===== src/rtl/note_sequencer.sv =====
// note_sequencer -- steps a note ROM at a fixed tempo and turns each code into a held
// note number plus gate / strobe for a downstream tone generator.
//
// Optional build macro: SEQ_LOOP_EN
//    defined   : end-of-song (END_CODE or address wrap) restarts the song at address 0
//    undefined : end-of-song parks the sequencer in DONE until start or stop
//
// Ports
//    clk          system clock
//    rst          asynchronous reset, active-high
//    start        begins playback from address 0 when idle or done
//    stop         aborts playback, back to idle (wins over start)
//    rom_addr     registered ROM address
//    rom_note     ROM data, valid one clock after rom_addr changes
//    note         current MIDI note number, held across rests
//    gate         high while a note sounds
//    note_strobe  one-cycle pulse when a new non-rest note is latched
//    playing      high in FETCH / LATCH / HOLD
//    done         high in DONE
module note_sequencer #(
   parameter int          ADDR_W     = 9,
   parameter int          TICK_DIV   = 1_800_000,
   parameter int          GAP_CYCLES = 120_000,
   parameter logic [7:0]  REST_CODE  = 8'd255,
   parameter logic [7:0]  END_CODE   = 8'd1
) (
   input  logic              clk,
   input  logic              rst,
   input  logic              start,
   input  logic              stop,
   output logic [ADDR_W-1:0] rom_addr,
   input  logic [7:0]        rom_note,
   output logic [7:0]        note,
   output logic              gate,
   output logic              note_strobe,
   output logic              playing,
   output logic              done
);

   typedef enum logic [2:0] {
      S_IDLE  = 3'd0,
      S_FETCH = 3'd1,
      S_LATCH = 3'd2,
      S_HOLD  = 3'd3,
      S_DONE  = 3'd4
   } state_t;

`ifdef SEQ_LOOP_EN
   localparam logic LOOP_EN = 1'b1;
`else
   localparam logic LOOP_EN = 1'b0;
`endif

   localparam int                CNT_W     = (TICK_DIV > 1) ? $clog2(TICK_DIV) : 1;
   localparam logic [CNT_W-1:0]  CNT_ZERO  = CNT_W'(0);
   localparam logic [CNT_W-1:0]  CNT_ONE   = CNT_W'(1);
   localparam logic [CNT_W-1:0]  CNT_LAST  = CNT_W'(TICK_DIV - 1);
   // Gate output is registered, so it is cleared one count early to be low
   // exactly from count TICK_DIV-GAP_CYCLES onward.
   localparam logic [CNT_W-1:0]  GAP_PRE   = CNT_W'(TICK_DIV - GAP_CYCLES - 1);
   localparam logic [ADDR_W-1:0] ADDR_ZERO = ADDR_W'(0);
   localparam logic [ADDR_W-1:0] ADDR_ONE  = ADDR_W'(1);
   localparam logic [ADDR_W-1:0] ADDR_LAST = {ADDR_W{1'b1}};
   localparam state_t            END_NEXT  = LOOP_EN ? S_FETCH : S_DONE;

   state_t              state_q, state_d;
   logic [CNT_W-1:0]    cnt_q, cnt_d;
   logic [ADDR_W-1:0]   rom_addr_q, rom_addr_d;
   logic [7:0]          note_q, note_d;
   logic                gate_q, gate_d;
   logic                strobe_q, strobe_d;
   logic                playing_q, playing_d;
   logic                done_q, done_d;
   logic                step_end_s;
   logic                song_end_s;

   assign step_end_s = (cnt_q == CNT_LAST);
   assign song_end_s = (rom_note == END_CODE);

   // State register
   always_ff @(posedge clk or posedge rst) begin
      if (rst) begin
         state_q <= S_IDLE;
      end else begin
         state_q <= state_d;
      end
   end

   // Next-state logic; stop overrides everything
   always_comb begin
      state_d = state_q;
      if (stop) begin
         state_d = S_IDLE;
      end else begin
         case (state_q)
            S_IDLE:  state_d = start ? S_FETCH : S_IDLE;
            S_FETCH: state_d = S_LATCH;
            S_LATCH: state_d = song_end_s ? END_NEXT : S_HOLD;
            S_HOLD: begin
               if (step_end_s) begin
                  // Incrementing past the last address counts as end of song
                  state_d = (rom_addr_q == ADDR_LAST) ? END_NEXT : S_FETCH;
               end else begin
                  state_d = S_HOLD;
               end
            end
            S_DONE:  state_d = start ? S_FETCH : S_DONE;
            default: state_d = S_IDLE;
         endcase
      end
   end

   // Output / datapath next values
   always_comb begin
      cnt_d      = cnt_q;
      rom_addr_d = rom_addr_q;
      note_d     = note_q;
      gate_d     = gate_q;
      strobe_d   = 1'b0;
      if (stop) begin
         cnt_d      = CNT_ZERO;
         rom_addr_d = ADDR_ZERO;
         gate_d     = 1'b0;
      end else begin
         case (state_q)
            S_IDLE, S_DONE: begin
               gate_d = 1'b0;
               cnt_d  = CNT_ZERO;
               if (start) begin
                  rom_addr_d = ADDR_ZERO;
               end else begin
                  rom_addr_d = rom_addr_q;
               end
            end
            S_FETCH: cnt_d = cnt_q + CNT_ONE;
            S_LATCH: begin
               cnt_d = cnt_q + CNT_ONE;
               if (song_end_s) begin
                  gate_d = 1'b0;
                  if (LOOP_EN) begin
                     rom_addr_d = ADDR_ZERO;
                     cnt_d      = CNT_ZERO;
                  end else begin
                     rom_addr_d = rom_addr_q;
                  end
               end else if (rom_note == REST_CODE) begin
                  gate_d = 1'b0;
               end else begin
                  note_d   = rom_note;
                  gate_d   = 1'b1;
                  strobe_d = 1'b1;
               end
            end
            S_HOLD: begin
               if (step_end_s) begin
                  cnt_d  = CNT_ZERO;
                  gate_d = 1'b0;
                  // When looping the increment wraps to zero naturally; otherwise hold the
                  // last address while parked in DONE.
                  if (rom_addr_q == ADDR_LAST && !LOOP_EN) begin
                     rom_addr_d = rom_addr_q;
                  end else begin
                     rom_addr_d = rom_addr_q + ADDR_ONE;
                  end
               end else begin
                  cnt_d = cnt_q + CNT_ONE;
                  if (cnt_q >= GAP_PRE) begin
                     gate_d = 1'b0;
                  end else begin
                     gate_d = gate_q;
                  end
               end
            end
            default: begin
               cnt_d      = CNT_ZERO;
               rom_addr_d = ADDR_ZERO;
               gate_d     = 1'b0;
            end
         endcase
      end
      playing_d = (state_d == S_FETCH) || (state_d == S_LATCH) || (state_d == S_HOLD);
      done_d    = (state_d == S_DONE);
   end

   // Datapath and output registers
   always_ff @(posedge clk or posedge rst) begin
      if (rst) begin
         cnt_q      <= CNT_ZERO;
         rom_addr_q <= ADDR_ZERO;
         note_q     <= 8'd0;
         gate_q     <= 1'b0;
         strobe_q   <= 1'b0;
         playing_q  <= 1'b0;
         done_q     <= 1'b0;
      end else begin
         cnt_q      <= cnt_d;
         rom_addr_q <= rom_addr_d;
         note_q     <= note_d;
         gate_q     <= gate_d;
         strobe_q   <= strobe_d;
         playing_q  <= playing_d;
         done_q     <= done_d;
      end
   end

   assign rom_addr    = rom_addr_q;
   assign note        = note_q;
   assign gate        = gate_q;
   assign note_strobe = strobe_q;
   assign playing     = playing_q;
   assign done        = done_q;

endmodule

===== config.mk =====
export PLATFORM = sky130hd
export DESIGN_NAME = note_sequencer
export DESIGN_NICKNAME = d
export VERILOG_FILES = /design/src/rtl/note_sequencer.sv
export SDC_FILE = /design/constraint.sdc
export NUM_CORES = 1
export LEC_CHECK = 0
export ABC_AREA = 1
export ABC_CLOCK_PERIOD_IN_PS = 2300
export BUFFER_PORTS_ARGS = -buffer_cell sky130_fd_sc_hd__buf_2
export CAP_MARGIN = 20
export CORE_ASPECT_RATIO = 1.75
export CORE_MARGIN = 5
export CORE_UTILIZATION = 57
export CTS_CLUSTER_DIAMETER = 80
export DETAILED_ROUTE_END_ITERATION = 10
export PLACE_DENSITY = 0.9
export SYNTH_ARGS = -nofsm -noshare
export SYNTH_HDL_FRONTEND = slang
export SYNTH_SLANG_ARGS = --single-unit

===== constraint.sdc =====
create_clock -name clk -period 2.3 [get_ports clk]
set_input_delay 0.345 -clock clk [delete_from_list [all_inputs] [get_ports clk]]
set_output_delay 0.345 -clock clk [all_outputs]
set_load 0.03 [all_outputs]

==> flow_summary_export.csv, run 1 <==
group,metric,value,unit
synth,synthArstFlopShare,1.00,
synth,ys_warn_count,0,
worst_setup_path,worst_setup_path_end_kind,"flop",
detailed_routing,avgRoutedWirePerCell,12.9,um
worst_setup_path,worst_setup_path_start_kind,"flop",
synth,synth-seq-cells,45,
synth,synth-seq-area-share,0.453,
global_route,grt_pass1_wl,9.84,mm
worst_setup_path,ff2ff_path_depth,14,
worst_setup_path,crit_required,2.54,ns
synth,synth_area_per_cell,7.40,sq um
detailed_routing,drt_wl_total,5.49,mm
power_and_ir_drop,leakagePower,1.46,nW
global_route,grt-ovfl-total,0,
synth,yosys-top-cells-count,"nand2_1, nor2_1, inv_1",
hold_path,hold_path.class,"in2async",
timing,min_period_over_period,0.885,
clocking,cts_sinks,45,
worst_setup_path,path_common_cell,"nand2_1",
outcome,status,"completed",
cells_and_area,drive_gt1_frac,0.149,
global_route,grt_pass1_vias,2274,
worst_setup_path,worstSetupPathType,"reg2reg",
detailed_routing,vias_per_cell,5.27,
floorplan,chipHeight,97.4,um
synth,synth_edf_count,0,
clocking,ctsLongestPathBuffers,2,
floorplan,dieArea,5830,sq um
timing,hold_viol,0,
timing,rsz0062_at_grt,"false",
clocking,clock_latency,0.30,ns
clocking,cts_inserted_buffers,5,
floorplan,rows,31,
detailed_routing,ant_nets,0,
synth,syn_area,2490,sq um
global_route,grt_max_degree,22,
synth,synthTopCellsByArea,"dfrtp_1, nand2_1, nor2_1",
timing,fin_skew,0.00652,ns
worst_setup_path,critPathMaxStageDelay,0.41,ns
floorplan,die_width,59.9,um
detailed_routing,drc,0,
power_and_ir_drop,powerDensity,686,nW/um^2
clocking,h-tree-depth,2,
timing,totalNegativeSetupSlack,0,ns
placement,gp_congestion,0.945,
timing,maxSlewHeadroom,0.512,
synth,synth_top_area_frac,0.453,
clocking,cts.clk_slew.worst_paths,0.09,ns
synth,post-synth-top-area-cell,"dfrtp_1",
timing,finalSetupViolCount,0,
clocking,post_cts_buffers,0,
floorplan,core_area,4190,sq um
floorplan,initial_core_util,0.593,
worst_setup_path,crit_chain,"ha_1 -> nand2_1 -> nor2_1 -> nand2_1 -> nor3_1 -> ha_1 -> inv_1 -> nor2_1 -> nor3_1 -> nand2_1 -> nand2_4 -> inv_2 -> nand2_1 -> o21ai_2",
synth,synthCells,336,
cells_and_area,n_antenna_cell,0,
placement,io_buffers,32,
detailed_routing,drtIter0Drc,103,
worst_setup_path,critPathMaxFanout,10,
synth,synth_cell_types,26,
worst_setup_path,worst-r2r-setup-slack,0.26,ns
clocking,cts_resized,0,
worst_setup_path,r2r_end,"rom_addr[7]$_DFFE_PP0P_",
worst_setup_path,worst_ep_arrival_time,2.27,ns
placement,hpwl,4.30,mm
clocking,ctsHoldBuffers,0,
floorplan,io_pins,33,
timing,fmax,491,MHz
timing,finalCriticalPeriod,2.04,ns
synth,yosysMostFrequentCell,"nand2_1",
synth,yosys_most_used_dff,"dfrtp_1",
global_route,antenna_found_initial,0,
power_and_ir_drop,vdd_drop_max,0.687,mV
synth,syn_nets,351,
flow_run,maxCapViolations,0,
timing,finalMaxSlewViolations,0,
global_route,grt_usage,0.214,
power_and_ir_drop,fin_total_pwr,1.92,mW
worst_setup_path,reg2reg_from,"rom_addr[0]$_DFFE_PP0P_",
detailed_routing,vias,2240,
cells_and_area,area_growth,12.8,%
cells_and_area,nets,390,
timing,tightest_slew,0.728,ns
detailed_routing,dr.pass1.iters,4,
clocking,cts_tree,"done",
clocking,clockRootBuffer,"clkbuf_8",
worst_setup_path,crit_path_top_delay_cell,"dfrtp_1",
[worst max-delay path by stage]
stage | from | endpoint | slack [ns] | cells past startpoint
2_1_floorplan | rom_addr[0]$_DFFE_PP0P_ | rom_addr[7]$_DFFE_PP0P_ | 0.28 | 14
3_3_place_gp | rom_addr[0]$_DFFE_PP0P_ | rom_addr[7]$_DFFE_PP0P_ | 0.41 | 14
3_5_place_dp | rom_addr[0]$_DFFE_PP0P_ | rom_addr[7]$_DFFE_PP0P_ | 0.31 | 14
4_1_cts | rom_addr[0]$_DFFE_PP0P_ | rom_addr[7]$_DFFE_PP0P_ | 0.28 | 14
5_1_grt | rom_addr[0]$_DFFE_PP0P_ | rom_addr[8]$_DFFE_PP0P_ | 0.01 | 14
6_report | rom_addr[0]$_DFFE_PP0P_ | rom_addr[7]$_DFFE_PP0P_ | 0.26 | 14
[through the flow]
step	setup WS, ns	instance area [sq um]	utilization	hold slack, ns	instances
after floorplan	0.281	2490	-	0.408	336
after global placement	0.409	2710	0.648	0.397	417
after detailed placement	0.306	2710	0.648	0.401	417
after CTS	0.278	2800	0.669	0.0755	425
after global routing	0.0120	2800	0.669	0.100	425
final	0.264	2800	0.669	0.0601	425
[logic make-up after synthesis]
group                    count (synthesis)  share of synthesized area
AND/OR/NAND/NOR                        194                      0.340
AO/OA/AOI/OAI                           20                     0.0443
XOR/XNOR                                16                     0.0564
adder cells (fa/ha/maj)                  3                     0.0151
buffers and inverters                   58                     0.0916
flip-flops                              45                      0.453
[registers in the layout (all words and copies together), names as in the netlist]
register and flops:
cnt_q 21, done 1, gate 1, note 8, note_strobe 1, playing 1, rom_addr 9, state_q 3
[layout make-up]
cell class / count / area [sq um]
clock buffer: 5 / 68.8
clock inverter: 3 / 22.5
fill: 354 / 1390
inverter: 54 / 203
multi-input combinational: 233 / 1130
sequential: 45 / 1130
tap: 49 / 61.3
timing repair buffer: 36 / 190
[critical path, delay by kind of cell, from the launching register on]
| kind | cells | cell delay [ns] |
|---|---|---|
| adders and majority gates | 2 | 0.36 |
| buffers and inverters | 2 | 0.18 |
| DFF | 1 | 0.41 |
| AOI/OAI and AO/OA | 1 | 0.05 |
| and+or+nand+nor | 9 | 0.95 |
[power breakdown]
part | internal [mW] | total, mW | switching, mW
Clock | 0.213 | 0.501 | 0.287
Sequential | 0.880 | 0.934 | 0.0538
Combinational | 0.137 | 0.488 | 0.351
[placed cells by master, fill, tap and decap left out, types with 4 or more instances in the layout]
cell type,netlist,final
buf_2,2,32
buf_4,0,4
clkbuf_8,0,5
dfrtp_1,45,45
inv_1,52,51
nand2_1,85,85
nand3_1,19,19
nand4_1,8,8
nor2_1,56,56
nor3_1,14,14
o21ai_0,13,13
xnor2_1,4,4
xor2_1,12,12
[per-layer routing]
metal / wire length (um) / vias to the layer above / global-route usage / share of wire
li1: - / 1121 / - / -
met1: 2040 / 1044 / 0.237 / 0.37
met2: 3050 / 57 / 0.376 / 0.55
met3: 182 / 18 / 0.0266 / 0.033
met4: 222 / 0 / 0.111 / 0.040
met5: 0 / - / 0 / 0
Power figures use the tool's default switching activity.
==> run 2: changes to the inputs <==
--- a/config.mk
+++ b/config.mk
@@ -14,7 +14,7 @@
 export CORE_UTILIZATION = 57
 export CTS_CLUSTER_DIAMETER = 80
 export DETAILED_ROUTE_END_ITERATION = 10
-export PLACE_DENSITY = 0.9
+export PLACE_DENSITY_LB_ADDON = 0.2
 export SYNTH_ARGS = -nofsm -noshare
 export SYNTH_HDL_FRONTEND = slang
 export SYNTH_SLANG_ARGS = --single-unit
==> run 2 against run 1 <==
Global-route usage fell by 0.33 points. Total power fell by 0.56%. Sequential power barely moved. Worst hold slack improved by 0.11 ns. Cell count fell by 0.47%. Sequential share of layout area rose by 0.22 points. Clock skew fell by 0.0026 ns. Clock power fell by 1%. Core utilization fell by 0.36 points. Critical endpoint unchanged.
==> flow_summary_export.csv, run 2 (same netlist as run 1, synthesis figures left out) <==
group,metric,value,unit
outcome,status,"completed",
floorplan,rows,31,
power_and_ir_drop,leakagePower,1.46,nW
hold_path,hold_path.class,"in2async",
clocking,clock_latency,0.29,ns
timing,finalMaxSlewViolations,0,
detailed_routing,drc,0,
worst_setup_path,ff2ff_path_depth,14,
clocking,ctsHoldBuffers,0,
timing,fin_hold_ws,0.168,ns
global_route,grt_most_used_layer,"met2",
floorplan,initial_core_util,0.593,
global_route,grt_pass1_vias,2218,
placement,hpwl,4.22,mm
detailed_routing,ant_nets,0,
detailed_routing,vias,2236,
timing,rsz0062_at_grt,"false",
clocking,post_cts_buffers,0,
global_route,grt_util_met1,0.227,
clocking,cts_inserted_buffers,5,
cells_and_area,drive_gt1_frac,0.144,
placement,numPlacedInstances,415,
detailed_routing,dr.pass1.iters,5,
clocking,cts_resized,0,
global_route,grt_usage,0.210,
cells_and_area,area_growth,12.2,%
cells_and_area,largest_register_ffs,21,
floorplan,core_area,4190,sq um
worst_setup_path,crit_required,2.53,ns
cells_and_area,layoutNonFillerInstCount,423,
clocking,h-tree-depth,2,
worst_setup_path,worst_setup_path_start_kind,"flop",
worst_setup_path,worst_setup_path_end_kind,"flop",
worst_setup_path,worst-r2r-setup-slack,0.27,ns
floorplan,io_pins,33,
power_and_ir_drop,powerDensity,686,nW/um^2
timing,totalNegativeSetupSlack,0,ns
clocking,cts_sinks,45,
floorplan,die_width,59.9,um
placement,io_buffers,32,
flow_run,maxCapViolations,0,
clocking,cts.clk_slew.worst_paths,0.09,ns
timing,hold_viol,0,
timing,tightest_slew,0.540,ns
global_route,antenna_found_initial,0,
placement,gp_congestion,0.869,
global_route,grt_max_degree,46,
timing,min_period_over_period,0.882,
detailed_routing,drtIter0Drc,76,
cells_and_area,layout_commonest_cell,"nand2_1",
power_and_ir_drop,vdd_drop_max,0.811,mV
detailed_routing,avgRoutedWirePerCell,13.0,um
clocking,clockRootBuffer,"clkbuf_8",
cells_and_area,n_antenna_cell,0,
timing,finalSetupViolCount,0,
clocking,ctsLongestPathBuffers,2,
timing,maxSlewHeadroom,0.640,
clocking,cts_tree,"done",
global_route,met3_usage,0.0293,
global_route,met2_usage,0.377,
global_route,grt-ovfl-total,0,
timing,fin_skew,0.00396,ns
worst_setup_path,critPathMaxFanout,10,
floorplan,chipHeight,97.4,um
global_route,grt_pass1_wl,9.50,mm
cells_and_area,layout_common_cells,"nand2_1, nor2_1, inv_1",
detailed_routing,drt_wl_total,5.52,mm
timing,fmax,493,MHz
worst_setup_path,worst_ep_arrival_time,2.26,ns
timing,finalCriticalPeriod,2.03,ns
detailed_routing,vias_per_cell,5.29,
worst_setup_path,worstSetupPathType,"reg2reg",
cells_and_area,nets,388,
cells_and_area,largest-register,"cnt_q",
floorplan,dieArea,5830,sq um
==> run 2: changes by cell type in the layout (fill, tap and decap cells not counted), sizes merged <==
cell	change
clkinv	+3
clkinvlp	-3
buf	-2
==> run 2: cell type report <==
type	instances	area [sq um]
Tap cell	49	61.3
Fill cell	390	1400
Sequential cell	45	1130
Clock inverter	3	22.5
Clock buffer	5	68.8
Timing Repair Buffer	34	175
Inverter	54	203
Multi-Input combinational cell	233	1130
==> run 2: final timing paths <==
path                                                 to               startpoint
worst max-delay path            rom_addr[7]$_DFFE_PP0P_  rom_addr[0]$_DFFE_PP0P_
worst min-delay path                 cnt_q[0]$_DFF_PP0_                      rst
worst max register to register  rom_addr[7]$_DFFE_PP0P_  rom_addr[0]$_DFFE_PP0P_
worst min register to register       cnt_q[0]$_DFF_PP0_       cnt_q[0]$_DFF_PP0_
max in group asynchronous       rom_addr[3]$_DFFE_PP0P_                      rst
min in group clk                   state_q[2]$_DFF_PP0_                     stop
==> run 2: worst max-delay path: stages, from the launching register on <==
cell and delay [ns]:
dfrtp_1 0.41, ha_1 0.18, nand2_1 0.07, nor2_1 0.15, nand2_1 0.12, nor3_1 0.15
ha_1 0.17, inv_1 0.05, nor2_1 0.10, nor3_1 0.06, nand2_1 0.13, nand2_4 0.11
inv_2 0.15, nand2_1 0.08, o21ai_2 0.05
==> run 2: power breakdown <==
group	internal [mW]	switching, mW	total [mW]
Combinational	0.132	0.351	0.483
Clock	0.216	0.279	0.494
Sequential	0.880	0.0546	0.935
Total	1.23	0.684	1.91
==> run 2: metrics by stage <==
step | utilization | instance area, sq um | total power, mW | setup WS (ns)
final | 0.666 | 2790 | 1.91 | 0.271
after global routing | 0.666 | 2790 | 2.03 | 0.0739
after CTS | 0.666 | 2790 | 1.93 | 0.303
after detailed placement | 0.644 | 2700 | 1.43 | 0.359
after global placement | 0.644 | 2700 | 1.42 | 0.402
after floorplan | - | 2490 | 1.29 | 0.281
==> run 2: per-layer routing <==
metal  wire length (um)  part of all wire
met1               2080              0.38
met2               3150              0.57
met3                128             0.023
met4                160             0.029
met5                  0                 0
